`src/rtl/ps2_key_decoder.sv`:
```
// ps2_key_decoder: PS/2 set-2 scan-code stream to held space/right/left key levels
module ps2_key_decoder #(
  parameter int unsigned TIMEOUT_CYCLES = 2_000_000,
  parameter logic [7:0]  CODE_SPACE     = 8'h29,
  parameter logic [7:0]  CODE_D         = 8'h23,
  parameter logic [7:0]  CODE_A         = 8'h1C,
  parameter logic [7:0]  CODE_ARR_R     = 8'h74,
  parameter logic [7:0]  CODE_ARR_L     = 8'h6B
) (
  input  logic       clk,
  input  logic       rst_n,
  input  logic       rx_valid_i,
  input  logic [7:0] rx_data_i,
  output logic       key_space_o,
  output logic       key_right_o,
  output logic       key_left_o,
  output logic       key_event_o
);
  localparam int unsigned   TW       = $clog2(TIMEOUT_CYCLES + 1);
  localparam logic [TW-1:0] TMO_LAST = TW'(TIMEOUT_CYCLES - 1);
  typedef enum logic [2:0] {IDLE, EXT, BRK, EXT_BRK, SKIP} state_e;
  state_e        state_q, state_d;
  logic [TW-1:0] cnt_q, cnt_d;
  logic [2:0]    skip_q, skip_d;
  logic [4:0]    flg_q, flg_d;
  logic [2:0]    out_q, out_d;
  logic          evt_q, evt_d;
  logic          pre, mk, bk, ext;
  logic [4:0]    sel;
  assign pre = rx_data_i == 8'hE0 || rx_data_i == 8'hF0;
  always_comb begin
    state_d = state_q;
    cnt_d   = cnt_q;
    skip_d  = skip_q;
    mk      = 1'b0;
    bk      = 1'b0;
    ext     = 1'b0;
    if (rx_valid_i) begin
      cnt_d = '0;
      if (rx_data_i == 8'hAA) begin
        state_d = IDLE;
        skip_d  = '0;
      end else begin
        case (state_q)
          IDLE: begin
            state_d = rx_data_i == 8'hE0 ? EXT : rx_data_i == 8'hF0 ? BRK : rx_data_i == 8'hE1 ? SKIP : IDLE;
            skip_d  = rx_data_i == 8'hE1 ? 3'd7 : 3'd0;
            mk      = state_d == IDLE && !(rx_data_i inside {8'hFA, 8'hFE, 8'hEE, 8'h00, 8'hFF});
          end
          EXT: begin
            state_d = rx_data_i == 8'hF0 ? EXT_BRK : rx_data_i == 8'hE0 ? EXT : IDLE;
            mk      = !pre;
            ext     = 1'b1;
          end
          BRK: begin
            state_d = IDLE;
            bk      = !pre;
          end
          EXT_BRK: begin
            state_d = IDLE;
            bk      = !pre;
            ext     = 1'b1;
          end
          SKIP: begin
            state_d = skip_q <= 3'd1 ? IDLE : SKIP;
            skip_d  = skip_q <= 3'd1 ? 3'd0 : skip_q - 3'd1;
          end
          default: state_d = IDLE;
        endcase
      end
    end else if (state_q != IDLE) begin
      // an abandoned prefix is dropped, but keys already held stay held
      cnt_d = cnt_q == TMO_LAST ? '0 : cnt_q + 1'b1;
      if (cnt_q == TMO_LAST) begin
        state_d = IDLE;
        skip_d  = '0;
      end
    end else begin
      cnt_d = '0;
    end
    sel   = {ext && rx_data_i == CODE_ARR_L, ext && rx_data_i == CODE_ARR_R,
             !ext && rx_data_i == CODE_A, !ext && rx_data_i == CODE_D, !ext && rx_data_i == CODE_SPACE};
    flg_d = rx_valid_i && rx_data_i == 8'hAA ? 5'd0 : mk ? flg_q | sel : bk ? flg_q & ~sel : flg_q;
    out_d = {flg_d[0], flg_d[1] | flg_d[3], flg_d[2] | flg_d[4]};
    evt_d = out_d != out_q;
  end
  always_ff @(posedge clk or negedge rst_n) begin
    if (!rst_n) begin
      state_q <= IDLE;
      cnt_q   <= '0;
      skip_q  <= '0;
      flg_q   <= '0;
      out_q   <= '0;
      evt_q   <= 1'b0;
    end else begin
      state_q <= state_d;
      cnt_q   <= cnt_d;
      skip_q  <= skip_d;
      flg_q   <= flg_d;
      out_q   <= out_d;
      evt_q   <= evt_d;
    end
  end
  assign {key_space_o, key_right_o, key_left_o} = out_q;
  assign key_event_o = evt_q;
endmodule
```
`config.mk`:
```
export PLATFORM = sky130hd
export DESIGN_NAME = ps2_key_decoder
export DESIGN_NICKNAME = d
export VERILOG_FILES = /design/src/rtl/ps2_key_decoder.sv
export SDC_FILE = /design/constraint.sdc
export NUM_CORES = 1
export LEC_CHECK = 0
export CORE_MARGIN = 2
export CORE_UTILIZATION = 30
export DETAILED_ROUTE_END_ITERATION = 7
export PLACE_DENSITY = 0.44
export REMOVE_ABC_BUFFERS = 1
export SYNTH_ARGS = -nofsm -noshare
export SYNTH_HDL_FRONTEND = slang
export SYNTH_SLANG_ARGS = --single-unit
```
`constraint.sdc`:
```
create_clock -name clk -period 1.9 [get_ports clk]
set_input_delay 0.38 -clock clk [delete_from_list [all_inputs] [get_ports clk]]
set_output_delay 0.38 -clock clk [all_outputs]
set_load 0.01 [all_outputs]
```
Yosys cells after proc, flatten, opt, wreduce, memory -nomap -nowiden
Index checks and enable logic that the tools add are counted.
{ "totals": {"regBits": 36, "wordCells": 87} }
{ "op_classes": {"reduce_logical": 22, "n_bitwise": 5, "order_cmp": 1, "muxes": 31, "n_eq_ne": 20, "n_addsub": 2} }
{ "ops": {"columns": ["op", "n"], "rows": [
  ["$eq 8x8->1 const B", 8],
  ["$mux 21", 3],
  ["$mux 3", 12],
  ["$add 21x1->21 const B", 1],
  ["$eq 21x21->1 const B", 1],
  ["$eq 8x6->1 const B", 2],
  ["$eq 8x7->1 const B", 2],
  ["$mux 5", 3],
  ["$mux 1", 9],
  ["$pmux 3 s3", 1],
  ["$eq 8x5->1 const B", 1],
  ["$logic_not 8->1", 1],
  ["$logic_and 1x1->1", 7],
  ["$eq 3x2->1 const B", 2],
  ["$logic_not 3->1", 2],
  ["$pmux 3 s2", 1],
  ["$and 5x5->5", 1],
  ["$not 5->5", 1],
  ["$or 5x5->5", 1],
  ["$reduce_bool 5->1", 1],
  ["$ne 4x1->1 const B", 1],
  ["$reduce_bool 2->1", 2],
  ["$reduce_or 2->1", 2],
  ["$eq 3x1->1 const B", 1],
  ["other kinds (12)", 15]
]} }

Longest topological paths before layout
Gate-level depths: netlist (run 1).
{ "depth": {"depth_word": 14, "ltp_mapped": 8, "mapped_depth_nobuf": 8} }

Least setup slack after synthesis (run 1)
No wires, ideal clock.
{ "synth_path": {"path_kind": "input-to-reg", "from": "input rx_data_i[2]", "to": "register evt_q, in the netlist key_event_o", "t_arrival_ns": 1.867, "cell_stages": 7, "n_path_buf": 0, "slack_ns": -0.096, "path_cell_list": "or4b_4 > or4_1 > o21ai_0 > and3_1 > a31oi_4 > xnor2_1 > nand3_1"} }
{ "synth_between": {"elab_chain_len": 13} }
{ "synth_lines": {"columns": ["item", "line_no", "text"], "rows": [
  ["start: declaration", "13", "input logic [7:0] rx_data_i,"],
  ["$eq 8x8->1", "46", "state_d = rx_data_i == 8'hE0 ? EXT : rx_data_i == 8'hF0 ? BRK : rx_data_i == 8'hE1 ? SKIP : IDLE;"],
  ["$mux 3 (3 in series)", "46", null],
  ["$logic_not 3->1", "48", "mk = state_d == IDLE && !(rx_data_i inside {8'hFA, 8'hFE, 8'hEE, 8'h00, 8'hFF});"],
  ["$logic_and 1x1->1", "48", null],
  ["$pmux 1 s2", "44", "case (state_q)"],
  ["$mux 1", "40", "if (rx_data_i == 8'hAA) begin"],
  ["$mux 1", "38", "if (rx_valid_i) begin"],
  ["$mux 5", "83", "flg_d = rx_valid_i && rx_data_i == 8'hAA ? 5'd0 : mk ? flg_q | sel : bk ? flg_q & ~sel : flg_q;"],
  ["$mux 5 (*)", "83", null],
  ["$or 1x1->1 (*)", "84", "out_d = {flg_d[0], flg_d[1] | flg_d[3], flg_d[2] | flg_d[4]};"],
  ["net out_d[1]", "26", "logic [2:0] out_q, out_d;"],
  ["$ne 3x3->1 (*)", "85", "evt_d = out_d != out_q;"],
  ["net evt_d", "27", "logic evt_q, evt_d;"],
  ["end signal: assignment", "101", "evt_q <= evt_d;"],
  ["end: declaration", "27", null]
]} }
Mark *: on every way through the listed nets, which the timed path passes. The rest lies on a longest branch.
A chain may end at the register's enable or synchronous reset.

Worst setup path after layout (run 1)
{ "layout_path": {"from": "register state_q[2]", "to": "register evt_q, in the netlist key_event_o"} }
{ "layout_between": {"elab_chain_len": 14} }
{ "layout_lines": {"columns": ["item", "line_no", "text"], "rows": [
  ["start: declaration", "22", "state_e state_q, state_d;"],
  ["start signal: assignment", "96", "state_q <= state_d;"],
  ["$eq 3x1->1 or $eq 3x2->1 (tied branches)", "44", null],
  ["$reduce_or 2->1 (no line)", null, null],
  ["$mux 1", "44", null],
  ["$mux 1", "40", null],
  ["$mux 1", "38", null],
  ["$logic_not 1->1", "82", "!ext && rx_data_i == CODE_A, !ext && rx_data_i == CODE_D, !ext && rx_data_i == CODE_SPACE};"],
  ["$logic_and 1x1->1", "82", null],
  ["$not 5->5", "83", null],
  ["$and 5x5->5", "83", null],
  ["$mux 5", "83", null],
  ["$mux 5 (*) (2 in series)", "83", null],
  ["$or 1x1->1 (*)", "84", null],
  ["net out_d[0]", "26", null],
  ["$ne 3x3->1 (*)", "85", null],
  ["net evt_d", "27", null]
]} }
Marks and branches as above.

==> impl_results.md, run 1 <==
- Max cap viols: 0
- Final setup fails: 2
- Initial Utilization: 31.3%
- Post-DP HPWL: 3.55 mm
- Internal cell power: 1.26 mW
- Worst clock skew: 14.0 ps
- Yosys warnings: 0
- GP Congestion: 0.771
- Post-synthesis cell type count: 46
- Pre-antenna DRT Iters: 4
- PwrDens: 547 nW/um^2
- Violated checks: negative setup slack
- FP Rows: 29
- Root buffer cell: clkbuf_8
- Post-synth ARST share: 100%
- Nets: 311
- Worst min-delay path category: primary input to asynchronous set/reset pin
- Share of cells above drive strength 1: 38.7%
- Period minus WS final: 1950 ps
- Max incr delay on CP: 580 ps
- Crit. End Element: flop
- Wire length per cell: 13.0 um
- Drt initial violations: 54
- #FFs+latches synth: 35
- CTS clk-pin slew, worst paths: 80 ps
- Die ar.: 7360 um^2
- Total GRT Usage: 14.5%
- Relative slew margins: 70.4%
- Status: complete, but fails checks
- Comb power frac: 13.3%
- DRT antenna net count: 0
- Sequential area share after synthesis: 43.6%
- Diode count: 0
- I/O Buffers: 14
- Number of synthesized flops with an enable pin: 0
- Initial antenna violation count: 0
- CTS H-Tree Depth: 2
- Sw power: 0.372 mW
- Final Cycle Share: 102%
- # DRC: 0
- Synthesized cell area: 2010 um^2
- Upper clock frequency limit: 514 MHz
- Part of the power in registers: 47.0%
- RSZ-0062 raised after global routing: yes
- CP arrival: 2110 ps
- PnR worst setup slack: -46.5 ps
- CTS sink cnt: 35
- Worst vdd ir: 0.000234 V
- Num ports: 15
- Cells after Synth: 215
- Die width: 85.8 um
- Largest net degree at the start of global routing: 36
- Pre-CTS WS: -686 ps
- Worst-margin pin slew: 444 ps
- Synth Area per Inst: 9.34 um^2
- First-pass GRT wire length: 8.59 mm
- Switching portion of total power: 22.8%
- CP cell instances: nand3b_1 > or4b_4 > nand3_2 > nand2_2 > a31oi_4 > xnor2_2 > nand3_1
- Hold-fix buffers, CTS: 0
- CTS tree: yes
- Slew Viols, Final: 0
- CTS Buf Count: 5
- Clock Path Buffers: 2
- Vias in the first global route: 1914
- Slowest CP cell: or4b_4
- Worst Setup Path Type: flop to flop
- Via count: 1856
- Die H: 85.8 um
- Worst Reg2Reg Path Length in Cells: 7
- Final Hold Fails: 0
- Clock latency on the worst-skew pair: 280 ps
- Routed Wire Length: 4.86 mm
- Filler cell count: 631
- Crit path required time: 2060 ps
- Worst setup SP type: flop
- Area Growth Syn to Fin: 48.3%
- Most used flip-flop cell after synthesis: dfrtp_1
- Vias per cell: 4.96
- Crit-path max FO: 5
- Part of the power in the clock network: 39.7%
- Core area: 6420 um^2
- Final setup TNS: -82.2 ps
- Static leakage: 1.29 nW
- Gr ovfl total: 0
[power groups by stage]
stage | clock [mW] | sequential (mW) | combinational, mW
after detailed placement | 0 | 0.779 | 0.188
after CTS | 0.677 | 0.766 | 0.205
final | 0.647 | 0.767 | 0.216
after global placement | 0 | 0.780 | 0.188
after global routing | 0.715 | 0.768 | 0.239
after floorplan | 0 | 0.782 | 0.0580
[metal layers]
layer  track usage, %  share of wire, %  vias to the layer above  routed length [um]
li1                 -                 -                      940                   -
met1             18.8                48                      883                2350
met2             24.2                47                       27                2300
met3             3.18               3.2                        6                 154
met4             4.62               1.2                        0                  57
met5                0                 0                        -                   0
[what timing repair did]
action                     4_1_cts  5_1_grt
buffers inserted                 6        5
pin swaps                       12       15
setup endpoints to repair       29       21
cloned                           0        0
resized for setup               45       23
[cells in the mapped netlist, types with 3 or more instances]
library cell	number	area (um^2)
a21oi_1	7	35.0
and3_1	4	25.0
and4_1	3	26.3
dfrtp_1	35	876
ha_1	3	37.5
inv_1	8	30.0
nand2_1	18	67.6
nand2b_1	3	18.8
nand3_1	10	50.1
nand4_1	5	31.3
nor2_1	31	116
nor2b_1	3	18.8
nor3_1	7	35.0
nor4b_1	3	26.3
o21ai_0	14	70.1
o22ai_1	4	25.0
or3_1	4	25.0
or4_1	3	22.5
xnor2_1	8	70.1
xor2_1	10	87.6
[layout make-up]
| cell class | instances | area (um^2) | area share [%] |
|---|---|---|---|
| inverter | 8 | 30.0 | 1.01 |
| clock inverter | 2 | 37.5 | 1.26 |
| sequential | 35 | 878 | 29.5 |
| clock buffer | 5 | 68.8 | 2.31 |
| tap | 77 | 96.3 | 3.24 |
| timing repair buffer | 78 | 614 | 20.6 |
| multi-input combinational | 169 | 1250 | 42.1 |
[layout by cell type, fill, tap and decap left out, types with 2 or more instances in the layout]
cell type and instances:
buf_4 61, dfrtp_1 33, nor2_1 30, nand2_1 16, nand3_1 9, o21ai_0 9
xor2_1 9, inv_1 8, xnor2_1 7, nor3_1 6, nand4_1 5, a21oi_1 5
o21ai_1 5, clkbuf_8 5, o22ai_1 4, buf_6 4, clkdlybuf4s50_1 4, nor2b_1 3
and3_1 3, nor4b_1 3, or3_1 3, buf_2 3, dlygate4sd2_1 3, nand2_2 2
nand2b_4 2, or4b_4 2, o21ai_4 2, or4_1 2, a31oi_4 2, o21ai_2 2
and4_4 2, a21oi_2 2, o31ai_1 2, ha_1 2, dfrtp_2 2
[worst paths after layout]
check                                               to                    from  slack, ps
worst max-delay path             key_event_o$_DFF_PN0_  state_q[2]$_DFFE_PN0P_        -50
worst min-delay path               cnt_q[18]$_DFF_PN0_                   rst_n        120
worst max register to register   key_event_o$_DFF_PN0_  state_q[2]$_DFFE_PN0P_        -50
worst min register to register   skip_q[1]$_DFFE_PN0P_   skip_q[1]$_DFFE_PN0P_        490
max in group asynchronous       state_q[0]$_DFFE_PN0P_                   rst_n       1430
min in group clk                 skip_q[1]$_DFFE_PN0P_   skip_q[1]$_DFFE_PN0P_        490
[state kept, by name (all words and copies together) (netlist names)]
register	count
state_q	3
out_q	2
cnt_q	21
flg_q	5
key_event_o	1
skip_q	3
[logic make-up (layout without fill, tap and decap cells)]
kind of cell             Yosys count  after routing  share of synthesized area, %
buffers and inverters             11             93                          2.12
AO/OA/AOI/OAI                     41             41                          14.7
flip-flops                        35             35                          43.6
AND/OR/NAND/NOR                  107            107                          29.8
XOR/XNOR                          18             18                          7.85
adder cells (fa/ha/maj)            3              3                          1.87
[per-stage QoR]
stage	util [%]	power [mW]	cells	hold WS, ps	cell area (um^2)
floorplan	-	0.841	212	84.4	2000
global route	46.4	1.72	374	167	2980
finish	46.4	1.63	374	121	2980
CTS	44.6	1.65	370	136	2870
global placement	41.0	0.968	357	454	2630
detailed placement	41.0	0.967	357	455	2630
[critical path, delay by kind of cell, from the launching register on]
kind | cells | cell delay [ps]
xor gates and xnor gates | 1 | 130
and+or+nand+nor | 5 | 1050
DFF | 1 | 450
AOI/OAI and AO/OA | 1 | 190
Power figures use the tool's default switching activity.
==> inputs of run 2 (changes only) <==
MAX_ROUTING_LAYER = met4   (was default)
==> impl_results.md, run 2 (synthesis results as in run 1) <==
- Upper clock frequency limit: 514 MHz (about the same)
- CTS tree: yes
- Commonest non-fill, non-tap cells in the layout: buf_4, dfrtp_1, nor2_1, nand2_1
- Crit-path max FO: 5 (unchanged)
- Final setup fails: 2 (unchanged)
- Clock latency on the worst-skew pair: 280 ps (about the same)
- RSZ-0062 raised after global routing: yes
- Internal cell power: 1.26 mW (unchanged)
- Vias per cell: 4.98 (+0.32%)
- Die width: 85.8 um (unchanged)
- Worst R2R Setup Slack: -50 ps (about the same)
- Via count: 1862 (+0.32%)
- CTS H-Tree Depth: 2 (unchanged)
- Crit. End Element: flop
- Nets: 311 (unchanged)
- Period minus WS final: 1950 ps (-0.681 ps)
- Worst setup SP type: flop
- Worst r2r src: state_q[2]$_DFFE_PN0P_
- Top Registers: cnt_q (21), flg_q (5)
- Worst-margin pin slew: 444 ps (-0.0160 ps)
- # DRC: 0 (unchanged)
- DRT antenna net count: 0 (unchanged)
- Worst vdd ir: 0.000234 V (about the same)
- CP arrival: 2110 ps (about the same)
- Slew Viols, Final: 0 (unchanged)
- Part of the power in the clock network: 39.7% (about the same)
- Leading cell type in the layout, fill and taps excluded: buf_4
- Vias in the first global route: 1915 (+0.052%)
- Worst Setup Path Type: flop to flop
- Part of the power in registers: 47.0% (about the same)
- Share of cells above drive strength 1: 38.7% (unchanged)
- Max reg flops: 21 (unchanged)
- Num ports: 15 (unchanged)
- Post-DP HPWL: 3.55 mm (unchanged)
- CTS sink cnt: 35 (unchanged)
- Worst Reg2Reg Path Length in Cells: 7 (unchanged)
- Violated checks: negative setup slack
- Largest net degree at the start of global routing: 36 (unchanged)
- Clock Path Buffers: 2 (unchanged)
- Area Growth Syn to Fin: 48.3% (unchanged)
- Final total power: 1.63 mW (about the same)
- Register bank with the most flops: cnt_q
- Total GRT Usage: 15.0% (+0.45 points)
- GP Congestion: 0.781 (+1.3%)
- Initial antenna violation count: 0 (unchanged)
- Sw power: 0.372 mW (about the same)
- Switching portion of total power: 22.8% (about the same)
- Comb power frac: 13.3% (about the same)
- Worst min-delay path category: primary input to asynchronous set/reset pin
- Pre-antenna DRT Iters: 4 (unchanged)
- First-pass GRT wire length: 8.58 mm (about the same)
- CTS clk-pin slew, worst paths: 80 ps (about the same)
- PwrDens: 547 nW/um^2 (about the same)
- Max cap viols: 0 (unchanged)
- Final cell count without fillers: 374 (unchanged)
- FP Rows: 29 (unchanged)
- Worst clock skew: 14.0 ps (-0.000100 ps)
- CTS Buf Count: 5 (unchanged)
- Gr ovfl total: 0 (unchanged)
- Static leakage: 1.29 nW (unchanged)
- Diode count: 0 (unchanged)
- Die H: 85.8 um (unchanged)
- Post-route cell area: 2980 um^2 (unchanged)
- Hold-fix buffers, CTS: 0 (unchanged)
- Core area: 6420 um^2 (unchanged)
- Placed cells: 357 (unchanged)
- Initial Utilization: 31.3% (unchanged)
- Root buffer cell: clkbuf_8
- Final Hold Fails: 0 (unchanged)
- Final Cycle Share: 102% (about the same)
- Placed cell areas: 2630 um^2 (unchanged)
- I/O Buffers: 14 (unchanged)
- Routed Wire Length: 4.87 mm (+0.10%)
- Relative slew margins: 70.4% (about the same)
- Filler cell count: 631 (unchanged)
- Crit path required time: 2060 ps (about the same)
- Final hold slack: 121 ps (-0.0160 ps)
- Status: complete, but fails checks
- Drt initial violations: 55 (+1.9%)
- Reg-to-reg endpoint: key_event_o$_DFF_PN0_
- PnR worst setup slack: -45.8 ps (+0.681 ps)
- Die ar.: 7360 um^2 (unchanged)
- Wire length per cell: 13.0 um (+0.10%)
## run 2: cell counts in the layout (fill, tap and decap cells not counted)
No cell type changed its count.
## run 2: per-stage QoR
stage / setup TNS [ps] / setup slack (ps) / util [%]
after floorplan: -293 / -95.6 / -
after global routing: -289 / -114 / 46.4
after detailed placement: -6770 / -686 / 41.0
final: -81.3 / -45.8 / 46.4
after global placement: -6480 / -648 / 41.0
after CTS: -40.7 / -38.2 / 44.6
## run 2: power by group through the flow
stage	Clock [mW]	Sequential, mW	Combinational [mW]
after global placement	0	0.780	0.188
final	0.647	0.767	0.217
after detailed placement	0	0.779	0.188
after global routing	0.715	0.768	0.239
after floorplan	0	0.782	0.0580
after CTS	0.677	0.766	0.205
## run 2: layout make-up
type                    count  area, um^2  area share (%)
multi-input cells         169        1250            42.1
flip-flops and latches     35         878            29.5
repair buffers             78         614            20.6
well taps                  77        96.3            3.24
clock buffers               5        68.8            2.31
clock inverters             2        37.5            1.26
inverters                   8        30.0            1.01
## run 2: worst max-delay path by stage
stage / from / endpoint / slack [ps] / depth (start not counted)
2_1_floorplan: rx_data_i[2] / key_event_o$_DFF_PN0_ / -100 / 7
3_3_place_gp: rx_data_i[2] / key_event_o$_DFF_PN0_ / -650 / 8
3_5_place_dp: rx_data_i[2] / key_event_o$_DFF_PN0_ / -690 / 8
4_1_cts: rx_data_i[2] / key_event_o$_DFF_PN0_ / -40 / 8
5_1_grt: state_q[2]$_DFFE_PN0P_ / key_event_o$_DFF_PN0_ / -110 / 7
6_report: state_q[2]$_DFFE_PN0P_ / key_event_o$_DFF_PN0_ / -50 / 7
## run 2: routing by layer
metal  share of wire, %  vias to the layer above  GRT usage (%)
met1                 48                      885           18.9
met2                 47                       31           24.3
li1                   -                      940              -
met4                1.2                        0           4.62
met5                  0                        -              -
met3                3.0                        6           3.08
## run 2: critical path, cell delays in order, from the launching register on
cell	delay [ps]
dfrtp_2	450
nand3b_1	220
or4b_4	580
nand3_2	100
nand2_2	70
a31oi_4	190
xnor2_2	130
nand3_1	80
## run 2: repair_timing
item,in CTS,in global routing
resized for setup,45,23
buffers inserted,6,5
setup endpoints to repair,29,21
pin swaps,12,15
==> inputs of run 3 (changes only) <==
CTS_CLUSTER_DIAMETER = 80   (was default)
==> results of run 3 <==
Same layout as run 2: the final DEF is identical, and so are final timing and power.
